**src/rtl/wave_key_sel.sv**
```systemverilog
// ============================================================================
// wave_key_sel: debounced NEXT/PREV selector for the three-bank wave sender.
// Optional macro WAVE_KEY_LED_EN adds a registered one-hot led[2:0] port.
// Revision: 1.0
// ============================================================================
`default_nettype none

module wave_key_sel #(
  parameter logic [19:0] DEB_CYCLES = 20'd1_000_000,
  parameter logic [1:0]  INIT_WAVE  = 2'd0
) (
  input  logic       clk,
  input  logic       rst_n,
  input  logic       key_next,
  input  logic       key_prev,
  output logic [1:0] wave_flag,
  output logic       wave_chg
`ifdef WAVE_KEY_LED_EN
  ,
  output logic [2:0] led
`endif
);

  typedef enum logic [1:0] {
    S_IDLE   = 2'd0,
    S_DEB_DN = 2'd1,
    S_HELD   = 2'd2,
    S_DEB_UP = 2'd3
  } deb_state_t;

  logic [1:0] keys_raw;
  logic [1:0] press;

  assign keys_raw = {key_prev, key_next};

  generate
    for (genvar k = 0; k < 2; k++) begin : g_key
      logic        sync1;
      logic        key_s;
      deb_state_t  state;
      deb_state_t  state_nxt;
      logic [19:0] cnt;
      logic [19:0] cnt_nxt;
      logic        press_k;

      always_ff @(posedge clk or negedge rst_n) begin
        if (!rst_n) begin
          sync1 <= 1'b1;
          key_s <= 1'b1;
          state <= S_IDLE;
          cnt   <= 20'd0;
        end else begin
          sync1 <= keys_raw[k];
          key_s <= sync1;
          state <= state_nxt;
          cnt   <= cnt_nxt;
        end
      end

      // cnt saturates at DEB_CYCLES-1: the transition out of a debounce state
      // happens in the same cycle the terminal count is seen.
      always_comb begin
        state_nxt = state;
        cnt_nxt   = cnt;
        press_k   = 1'b0;
        case (state)
          S_IDLE: begin
            if (!key_s) begin
              cnt_nxt   = 20'd0;
              state_nxt = S_DEB_DN;
            end
          end
          S_DEB_DN: begin
            if (key_s) begin
              state_nxt = S_IDLE;
            end else if (cnt == DEB_CYCLES - 20'd1) begin
              press_k   = 1'b1;
              state_nxt = S_HELD;
            end else begin
              cnt_nxt = cnt + 20'd1;
            end
          end
          S_HELD: begin
            if (key_s) begin
              cnt_nxt   = 20'd0;
              state_nxt = S_DEB_UP;
            end
          end
          S_DEB_UP: begin
            if (!key_s) begin
              state_nxt = S_HELD;
            end else if (cnt == DEB_CYCLES - 20'd1) begin
              state_nxt = S_IDLE;
            end else begin
              cnt_nxt = cnt + 20'd1;
            end
          end
          default: begin
            state_nxt = S_IDLE;
            cnt_nxt   = 20'd0;
          end
        endcase
      end

      assign press[k] = press_k;
    end
  endgenerate

  logic [1:0] flag_nxt;
  logic       chg_nxt;

  // Simultaneous NEXT and PREV cancel out; value 3 is forced back to bank 0.
  always_comb begin
    flag_nxt = wave_flag;
    chg_nxt  = 1'b0;
    if (wave_flag == 2'd3) begin
      flag_nxt = 2'd0;
      chg_nxt  = 1'b1;
    end else if (press == 2'b01) begin
      flag_nxt = (wave_flag == 2'd2) ? 2'd0 : wave_flag + 2'd1;
      chg_nxt  = 1'b1;
    end else if (press == 2'b10) begin
      flag_nxt = (wave_flag == 2'd0) ? 2'd2 : wave_flag - 2'd1;
      chg_nxt  = 1'b1;
    end
  end

  always_ff @(posedge clk or negedge rst_n) begin
    if (!rst_n) begin
      wave_flag <= INIT_WAVE;
      wave_chg  <= 1'b0;
    end else begin
      wave_flag <= flag_nxt;
      wave_chg  <= chg_nxt;
    end
  end

`ifdef WAVE_KEY_LED_EN
  always_ff @(posedge clk or negedge rst_n) begin
    if (!rst_n) begin
      led <= 3'b001 << INIT_WAVE;
    end else begin
      led <= 3'b001 << flag_nxt;
    end
  end
`endif

endmodule

`default_nettype wire
```
**config.mk**
```make
export PLATFORM = sky130hd
export DESIGN_NAME = wave_key_sel
export DESIGN_NICKNAME = d
export VERILOG_FILES = /design/src/rtl/wave_key_sel.sv
export SDC_FILE = /design/constraint.sdc
export NUM_CORES = 1
export LEC_CHECK = 0
export BUFFER_PORTS_ARGS = -buffer_cell sky130_fd_sc_hd__buf_4
export CELL_PAD_IN_SITES_DETAIL_PLACEMENT = 1
export CELL_PAD_IN_SITES_GLOBAL_PLACEMENT = 2
export CORE_MARGIN = 3
export CORE_UTILIZATION = 32
export CTS_CLUSTER_DIAMETER = 50
export CTS_CLUSTER_SIZE = 25
export DETAILED_ROUTE_END_ITERATION = 16
export PLACE_DENSITY_LB_ADDON = 0.1
export RECOVER_POWER = 100
export SYNTH_ARGS = -nofsm -noshare
export SYNTH_HDL_FRONTEND = slang
export SYNTH_SLANG_ARGS = --single-unit
```
**constraint.sdc**
```tcl
create_clock -name clk -period 7.22 [get_ports clk]
set_input_delay 0.361 -clock clk [delete_from_list [all_inputs] [get_ports clk]]
set_output_delay 0.361 -clock clk [all_outputs]
set_load 0.05 [all_outputs]
```
### Word level (Yosys, flattened, before mapping)

Index checks and enable logic that the tools add are counted.

| operators by class | value |
|---|---|
| add/subtract/negate cells | 4 |
| equality and inequality tests | 24 |
| multiplexer cells | 40 |
| reductions and logical operators | 8 |

Operator list:

| cell | count |
|---|---|
| $mux W20 | 10 |
| $pmux W20 S4 | 2 |
| $add A20 B1 Y20 const B | 2 |
| $eq A20 B20 Y1 const B | 2 |
| $mux W2 | 17 |
| $ne A2 B2 Y1 const B | 8 |
| $pmux W2 S4 | 2 |
| $reduce_and A4 Y1 | 4 |
| $eq A2 B2 Y1 const B | 7 |
| $ne A3 B3 Y1 const B | 4 |
| $mux W1 | 9 |
| $eq A2 B1 Y1 const B | 3 |
| $logic_not A2 Y1 | 3 |
| $reduce_bool A3 Y1 | 1 |
| $add A2 B1 Y2 const B | 1 |
| $sub A2 B1 Y2 const B | 1 |

| storage, ports and cells | value |
|---|---|
| flip-flop bits (word level) | 51 |
| input port bits | 4 |
| output and inout port bits | 3 |

### Logic depth before layout (Yosys ltp)

Gate-level depths: netlist of the first run.

| depth | value |
|---|---|
| depth after elaboration | 8 |
| gate-level depth with buffers | 11 |

### Least setup slack after synthesis of the first run

Ideal clock, no wire load.

| timing | value |
|---|---|
| kind | reg-to-reg |
| from | register g_key[1].cnt[0] |
| to | register wave_flag[0] |
| setup time | 0.118 ns |
| arrival | 2.199 ns |
| slack | 4.903 ns |
| cell stages (with the launch flop) | 12 |
| period minus slack after synthesis | 2.317 ns |
| cells stage by stage | dfrtp_1 ha_1 nand3_1 nor4_2 nand3_1 or3_4 inv_2 ha_1 mux2i_1 nor2_1 a21oi_1 nor2_1 |

| on the way | value |
|---|---|
| cells in the longest elaborated chain, start to end | 7 |
| elaborated cells on any way between the ends | 9 |

Ends and longest elaborated chain:

| item | line | source |
|---|---|---|
| from (decl) | 42 | `logic [19:0] cnt;` |
| from (signal assigned) | 56 | `cnt <= cnt_nxt;` |
| $eq A20 B20 Y1 * | 76 | `end else if (cnt == DEB_CYCLES - 20'd1) begin` |
| $mux W1 * | 76 |  |
| $mux W1 * | 74 | `if (key_s) begin` |
| $mux W1 * | 66 | `case (state)` |
| $eq A2 B1 Y1 | 119 | `end else if (press == 2'b01) begin` |
| $mux W2 | 119 |  |
| $mux W2 | 116 | `if (wave_flag == 2'd3) begin` |
| to (signal assigned) | 133 | `wave_flag <= flag_nxt;` |
| to (decl) | 16 | `output logic [1:0] wave_flag,` |

Mark *: on every way between the ends. The rest lies on a longest branch, timed or not.
A chain may end at the register's enable or synchronous reset.

### Final worst setup path of the first run

Ends and elaborated chain as after synthesis.

==> run metrics, run 1 <==
cells after synthesis=296; clock power share=0.358; ys async rst share=1.00; die area=0.00986 sq mm; Mapped Area=0.00279 sq mm; most common library cells after synthesis=47 x dfrtp_1, 31 x nor2_1, 29 x nand2_1, 17 x nand3_1, 16 x a21oi_1; VDD IR-drop max=0.0000900 V; # clock sinks=51; Via Count=2203; row count=33; final setup TNS=0 ns; Pins Over Slew Limit=52; setup bufs post-CTS=0; Tot GR Track Use=0.152; post-layout minimum cycle time=2.71 ns; Min-Delay Path Depth=1; Routed Antenna Nets=0; Max Fclk=0.369 GHz; combinational power share=0.064; WHS=0.156 ns; Detailed Route WL=6970 um; CP Class=register to register; Synth Net Count=308; worst skew pair latency=0.31 ns; htree depth=2; dpl ws=4.56 ns; area fraction of the dominant cell type after synthesis=0.422; flops & latches, synth=51; Relative slew margins=-0.935; DR pass1 iterations=4; area leader, netlist=dfrtp_1; Yosys cell types=49; worst path required time=7.43 ns; Seq/Total Area, Yosys=0.460; Worst Setup Slack, final=4.51 ns; global-route wire length before repair=12000 um; cells taking the most area after synthesis=dfrtp_1 42%, nor2_1 4.2%, nand2_1 3.9%; Placer Congestion=0.760; CTS Buf Count=5; gr ovfl total=0; vias in the first global route=2297; initial antenna violation count=0; Fin. Hold Viols=0; clk buf depth=2; number of buffers added on ports=6; clk slew on worst S/H paths=0.10 ns; Clock Skews=0.00392 ns; IO Count=7; max cap viols=1; crit-path cells=ha_1 > nand3_1 > nor4_1 > nand3_1 > or3_1 > clkinv_1 > ha_1 > mux2i_1 > nor2_1 > a21oi_1 > nor2_1; syn avg cell area=9.41 sq um; period utilisation layout=0.375; DRC=0; final setup fails=0; CP peak stage delay=0.59 ns; hpwl dp=4750 um; Seq pwr share=0.577; crit-path max FO=4; Die W=99.3 um; Post-synth EDFFs=0; crit path DAT=2.91 ns; clk root buf=clkbuf_8; largest net degree at the start of global routing=52; number of antenna diodes=0; failing checks=max-capacitance violations, max-slew violations; worst slew pin tran=2.90 ns; Synth-to-Final Area Change=7.59%; count leader, synth=dfrtp_1; Initial Utilization=0.334; share of cells above drive strength 1=0.0717; Slowest cell on crit path=nor4_1; Wirelength per Cell=16.9 um; # resized after CTS=0; Primary FF master, synth=dfrtp_1; Worst Reg2Reg Path Length in Cells=11; Iter 0 DRT Violations=71; die extent in y=99.3 um; CORE AREA=0.00834 sq mm; Yosys warnings=0; unrepaired setup endpoints after global routing=false; leakage=0.00121 uW; fill count=991; PD cells=177 mW/mm^2; Worst setup EP type=register; startpoint types=register; DR vias/cell=5.35; Layout Nets=318; type of the worst min-delay path=input pin to register; sw frac=0.257; Net Sw Power=136 uW; status=finished with violations; CTS tree=done; P_int=394 uW; Post-CTS Hold Buffers=0
-- state kept, by name, summed over array words and instances (netlist names), named ones only --
signal       count
wave_flag        2
g_key.sync1      2
g_key.key_s      2
wave_chg         1
g_key.cnt       40
g_key.state      2
-- worst max-delay path, delay by kind of cell (launching register included) --
family / cells / cell delay [ns]
adders and majority gates: 2 / 0.41
DFF: 1 / 0.39
AOI/OAI and AO/OA: 1 / 0.11
and+or+nand+nor: 6 / 1.44
buffers and inverters: 1 / 0.06
muxes: 1 / 0.20
-- through the flow --
| step | instances | util | area, sq um | total power [uW] |
|---|---|---|---|---|
| 2_1_floorplan | 296 | - | 2790 | 331 |
| 3_3_place_gp | 404 | 0.353 | 2940 | 348 |
| 3_5_place_dp | 404 | 0.353 | 2940 | 348 |
| 4_1_cts | 412 | 0.365 | 3040 | 541 |
| 5_1_grt | 412 | 0.359 | 3000 | 557 |
| 6_report | 412 | 0.359 | 3000 | 530 |
-- worst paths after layout --
kind,endpoint,startpoint,slack (ns)
worst max-delay path,wave_flag[0],g_key[1].cnt[0],4.51
worst min-delay path,g_key[1].sync1,key_prev,0.16
worst max register to register,wave_flag[0],g_key[1].cnt[0],4.51
worst min register to register,g_key[1].key_s,g_key[1].sync1,0.36
max in group asynchronous,asynchronous set/reset pin,rst_n,4.60
min in group asynchronous,g_key[0].cnt[3],rst_n,0.98
-- routing by layer --
metal,wire (um),GRT usage,share of wire,vias up
met3,141,0.0302,0.020,5
met2,2870,0.219,0.41,13
li1,-,-,-,1090
met5,0,0,0,-
met4,63,0.0378,0.0090,0
met1,3890,0.232,0.56,1095
-- cells by family (layout without fill, tap and decap cells) --
| family | Yosys count | after routing | share of synthesized area |
|---|---|---|---|
| buf+inv | 20 | 31 | 0.0310 |
| mux | 6 | 6 | 0.0216 |
| xor+xnor | 15 | 15 | 0.0471 |
| flops | 51 | 51 | 0.460 |
| fa+ha+maj | 8 | 8 | 0.0359 |
| compound gates | 64 | 64 | 0.145 |
| simple gates | 132 | 132 | 0.259 |
-- final cells by class --
type	count	area, sq um	share of cell area
Clock buffer	8	100	0.0334
Inverter	16	60.1	0.0200
Multi-Input combinational cell	225	1390	0.463
Sequential cell	51	1280	0.427
Tap cell	105	131	0.0438
Timing Repair Buffer	7	37.5	0.0125
-- cells in the final DEF (no fill, tap or decap), types with 5 or more instances in the layout --
cell type	synthesis	layout
nand3_1	17	17
o311ai_0	5	5
xor2_1	11	11
nor4_1	3	5
dfrtp_1	47	47
clkbuf_1	2	5
mux2i_1	6	6
nand4_1	11	11
nand2_1	29	29
nor2_1	31	31
nand2b_1	6	6
ha_1	8	8
a21oi_1	16	16
nor3_1	5	6
or3_1	10	11
o21ai_0	15	23
clkbuf_8	0	7
inv_1	14	15
-- power by group through the flow --
stage / clock (uW) / combinational [uW] / sequential [uW]
6_report: 190 / 34.1 / 306
5_1_grt: 209 / 40.0 / 308
4_1_cts: 199 / 36.7 / 306
3_5_place_dp: 0 / 36.7 / 311
3_3_place_gp: 0 / 36.4 / 311
2_1_floorplan: 0 / 23.1 / 308
Note: power is estimated with default switching activity, not from simulation.
==> inputs of run 2 (changes only) <==
Clock period 7.22 ns to 2.7 ns, I/O delays scaled along.
==> run 2 against run 1 <==
Compared with the run above: the flow now finishes without violations; via count increased by 1.2%; utilization increased by 0.66 points; routed wire length increased by 2.4%; combinational power increased to 2.8 times the previous value; total power increased to 2.6 times the previous value; final area increased by 1.8%; maximum frequency increased by 12%; clock-buffer cell count decreased by 1; global-route usage increased by 0.46 points; sequential share of layout area decreased by 0.77 points; sequential power increased to 2.7 times the previous value; clock power increased by 130%.
==> run metrics, run 2 (synthesis results as in run 1) <==
status=finished, final reports clean; global-route wire length before repair=12300 um; Relative slew margins=0.101; Pins Over Slew Limit=0; die extent in y=99.3 um; die area=0.00986 sq mm; # clock sinks=51; CTS Buf Count=5; Via Count=2230; CP peak stage delay=0.55 ns; vias in the first global route=2350; VDD IR-drop max=0.000222 V; IO Count=7; Net Sw Power=355 uW; worst skew pair latency=0.31 ns; Seq pwr share=0.602; Largest register FFs=40; WP buf/inv=1; Placer Congestion=0.733; startpoint types=register; clk root buf=clkbuf_8; DR pass1 iterations=4; max cap viols=0; CTS tree=done; Slowest cell on crit path=or4_4; P_int=1000 uW; Layout Nets=326; Worst Reg2Reg Path Length in Cells=10; number of antenna diodes=0; Initial Utilization=0.334; most common cell after layout, fill and taps aside=dfrtp_1; Min-Delay Path Depth=0; worst slew pin tran=1.35 ns; WHS=0.361 ns; DR vias/cell=5.31; Synth-to-Final Area Change=9.56%; fill count=992; PD cells=445 mW/mm^2; share of cells above drive strength 1=0.0794; setup bufs post-CTS=0; CP Depth=10; clock power share=0.327; most frequent cells in the layout=47 x dfrtp_1, 31 x nor2_1, 29 x nand2_1; Worst Setup Slack, final=0.286 ns; type of the worst min-delay path=register to register; htree depth=2; crit-path max FO=4; CP Class=register to register; Clock Skews=0.00902 ns; Detailed Route WL=7140 um; gr ovfl total=0; Worst setup EP type=register; Wirelength per Cell=17.0 um; unrepaired setup endpoints after global routing=false; row count=33; post-layout minimum cycle time=2.41 ns; sw frac=0.261; number of buffers added on ports=6; worst path required time=2.90 ns; Crit path max-delay family=simple AND/OR/NAND/NOR gates; Max Fclk=0.414 GHz; dpl ws=0.278 ns; hpwl dp=4940 um; period utilisation layout=0.894; Most flops, register=g_key.cnt; Fin. Hold Viols=0; combinational power share=0.071; Routed Antenna Nets=0; CORE AREA=0.00834 sq mm; Tot GR Track Use=0.157; clk slew on worst S/H paths=0.09 ns; initial antenna violation count=0; crit-path cells=or4_4 > nor3_4 > nand3_1 > or3_1 > clkinv_1 > ha_1 > mux2i_1 > nor2_1 > a21oi_1 > nor2_1; Die W=99.3 um; clk buf depth=2; crit path DAT=2.61 ns; final setup TNS=0 ns; DRC=0; Iter 0 DRT Violations=78; largest net degree at the start of global routing=52; final setup fails=0; Most common cell on crit path=nor2_1; leakage=0.00124 uW
## run 2: cell count changes in the layout (fill, tap and decap cells not counted), sizes merged
cell,previous run,this run
clkbuf,14,17
dlygate4sd3,0,3
buf,1,2
clkinv,1,2
## run 2: worst reg2reg max path, delay by kind of cell, from the launching register on
family,cells,cell delay [ns]
muxes,1,0.20
DFF,1,0.42
buffers and inverters,1,0.06
AOI/OAI and AO/OA,1,0.12
adders and majority gates,1,0.19
and+or+nand+nor,6,1.31
## run 2: routing by layer
layer  vias up  track usage  share of wire
met4         0       0.0410          0.011
met2        21        0.232           0.43
met5         -            0              0
met1      1103        0.234           0.54
li1       1100            -              -
met3         6       0.0295          0.022
## run 2: power groups by stage
stage	Sequential, uW	Clock, uW	Combinational [uW]
global placement	832	0	96.5
floorplan	822	0	61.8
global route	824	508	114
CTS	818	474	104
detailed placement	833	0	99.4
finish	817	444	96.6
## run 2: worst paths after layout
kind | slack, ns | endpoint | start
hold reg to reg | 0.36 | g_key[1].key_s | g_key[1].sync1
setup / recovery | 0.29 | wave_flag[0] | g_key[1].cnt[13]
setup reg to reg | 0.29 | wave_flag[0] | g_key[1].cnt[13]
hold / removal | 0.36 | g_key[1].key_s | g_key[1].sync1
max in group asynchronous | 1.23 | asynchronous set/reset pin | rst_n
min in group asynchronous | 0.66 | g_key[0].cnt[1] | rst_n
## run 2: layout make-up
type	instances	area, sq um	share of cell area
multi-input cells	225	1410	0.461
flip-flops and latches	51	1280	0.420
well taps	105	131	0.0430
repair buffers	15	91.3	0.0299
clock buffers	7	76.3	0.0250
inverters	16	60.1	0.0197
clock inverters	1	5.00	0.00164
## run 2: stage by stage
step	utilization	total power, uW	area [sq um]	instances
6_report	0.366	1360	3050	420
5_1_grt	0.366	1450	3050	420
4_1_cts	0.371	1400	3090	420
3_5_place_dp	0.357	932	2980	409
3_3_place_gp	0.357	928	2980	409
2_1_floorplan	-	884	2790	296
## run 2: repair_timing
item / in CTS / in global routing
setup endpoints to repair: 0 / 1
resized for setup: 0 / 1
hold buffers: 3 / 0
hold endpoints to repair: 49 / 0
==> inputs of run 3 (changes only) <==
Settings changed: GPL_TIMING_DRIVEN set to 0, PLACE_DENSITY set to 0.72, PLACE_DENSITY_LB_ADDON 0.1 to unset.
==> run 3 against run 2 <==
Compared with the run above: non-clock buffer count is 2 higher; final cell count is 0.48% higher; global-route usage is 0.86 points lower; clock power is 12% higher; final area is 2.4% higher; combinational power is 2.8% higher; largest cell class unchanged; largest power group unchanged.
==> run metrics, run 3 (synthesis results as in run 1) <==
gr ovfl total=0; Net Sw Power=357 uW; Synth-to-Final Area Change=12.2%; VDD IR-drop max=0.000191 V; most frequent cells in the layout=47 x dfrtp_1, 30 x nor2_1, 29 x nand2_1; area post-placement=0.00296 sq mm; final setup fails=0; number of buffers added on ports=6; worst slew pin tran=1.29 ns; Crit. Startpoint=g_key[0].cnt[0]; global-route wire length before repair=12000 um; htree depth=2; Core Util, Final=0.375; multi-input logic area=0.00143 sq mm; Fin. Hold Viols=0; startpoint types=register; Via Count=2306; period utilisation layout=0.925; final setup TNS=0 ns; clk slew on worst S/H paths=0.10 ns; Pins Over Slew Limit=0; initial antenna violation count=0; hpwl dp=4800 um; hold path startpoint=g_key[0].sync1; # clock sinks=51; leakage=0.00127 uW; Routed Antenna Nets=0; fill count=1000; share of cells above drive strength 1=0.117; Seq pwr share=0.577; Wirelength per Cell=16.1 um; row count=33; P_int=1060 uW; Initial Utilization=0.334; combinational power share=0.070; Layout Nets=328; Placer Congestion=0.763; dpl ws=-0.192 ns; DR vias/cell=5.46; worst skew pair latency=0.31 ns; clk root buf=clkbuf_8; Relative slew margins=0.138; die area=0.00986 sq mm; CP Class=register to register; number of antenna diodes=0; register area=0.00128 sq mm; Cells after DPL=407; DRC=0; Die W=99.3 um; Detailed Route WL=6810 um; IO Count=7; clk buf depth=2; status=finished, final reports clean; Largest register FFs=40; vias in the first global route=2414; post-layout minimum cycle time=2.50 ns; post-route cell area=0.00313 sq mm; max cap viols=0; RR Startpoint=g_key[0].cnt[0]; Iter 0 DRT Violations=39; crit path DAT=2.70 ns; Max Fclk=0.400 GHz; Clock Skews=0.00854 ns; Worst Setup Slack, final=0.203 ns; Most flops, register=g_key.cnt; CTS Buf Count=5; clock power share=0.353; type of the worst min-delay path=register to register; CORE AREA=0.00834 sq mm; most common cell after layout, fill and taps aside=dfrtp_1; Tot GR Track Use=0.148; sw frac=0.252; PD cells=452 mW/mm^2; Worst setup EP type=register; CTS tree=done; crit-path max FO=6; largest net degree at the start of global routing=52; die extent in y=99.3 um; worst path required time=2.90 ns; non-filler cells, final=422; DR pass1 iterations=5
[run 3: changes by cell type in the layout (fill, tap and decap cells not counted), moves of 2 or more]
cell	delta
o21ai_1	+8
clkbuf_8	+2
buf_4	+3
o21ai_0	-8
clkbuf_1	-4
[run 3: area by class of cell]
| type | instances | area share |
|---|---|---|
| multi-input combinational | 225 | 0.458 |
| sequential | 51 | 0.410 |
| tap | 105 | 0.0420 |
| clock buffer | 7 | 0.0308 |
| timing repair buffer | 13 | 0.0292 |
| inverter | 16 | 0.0192 |
| buffer | 4 | 0.00841 |
| clock inverter | 1 | 0.00240 |
[run 3: metrics by stage]
stage	hold WS, ns	total power, uW
after floorplan	-0.161	884
after global placement	0.226	928
after detailed placement	0.220	930
after CTS	0.363	1450
after global routing	0.371	1490
final	0.361	1410
[run 3: layer usage]
layer	wire, um	up-vias	GRT usage	part of all wire
li1	-	1111	-	-
met1	3260	1169	0.199	0.48
met2	3360	18	0.246	0.49
met3	140	8	0.0273	0.021
met4	54	0	0.0368	0.0079
met5	0	-	0	0
[run 3: power groups by stage]
stage	Sequential, uW	Clock (uW)	Combinational, uW
after floorplan	822	0	61.8
after global placement	828	0	99.4
after detailed placement	829	0	101
after CTS	815	526	105
after global routing	820	551	118
final	815	499	99.3
[run 3: worst paths after layout]
path	slack (ns)	endpoint	cells past startpoint
min reg2reg	0.36	g_key[0].key_s	0
min	0.36	g_key[0].key_s	0
min in group asynchronous	0.63	g_key[0].cnt[14]	2
max	0.20	wave_flag[0]	11
max in group asynchronous	1.28	g_key[1].state[0]	2
max reg2reg	0.20	wave_flag[0]	11
[run 3: critical path, cell delays in order, from the launching register on]
cell     delay [ns]
dfrtp_1        0.43
ha_1           0.23
and4_1         0.24
nand2_1        0.18
nor2_4         0.20
nand2_1        0.11
or3_1          0.35
ha_1           0.25
mux2i_1        0.16
nor2_1         0.06
a21oi_1        0.14
nor2_1         0.06
[run 3: timing repair]
item                                    CTS  global route
setup buffers                             0             4
pin swaps                                 0             3
endpoints found under the setup margin    2             2
endpoints found under the hold margin    49             0
resized for setup                         2             2
hold buffers                              3             0
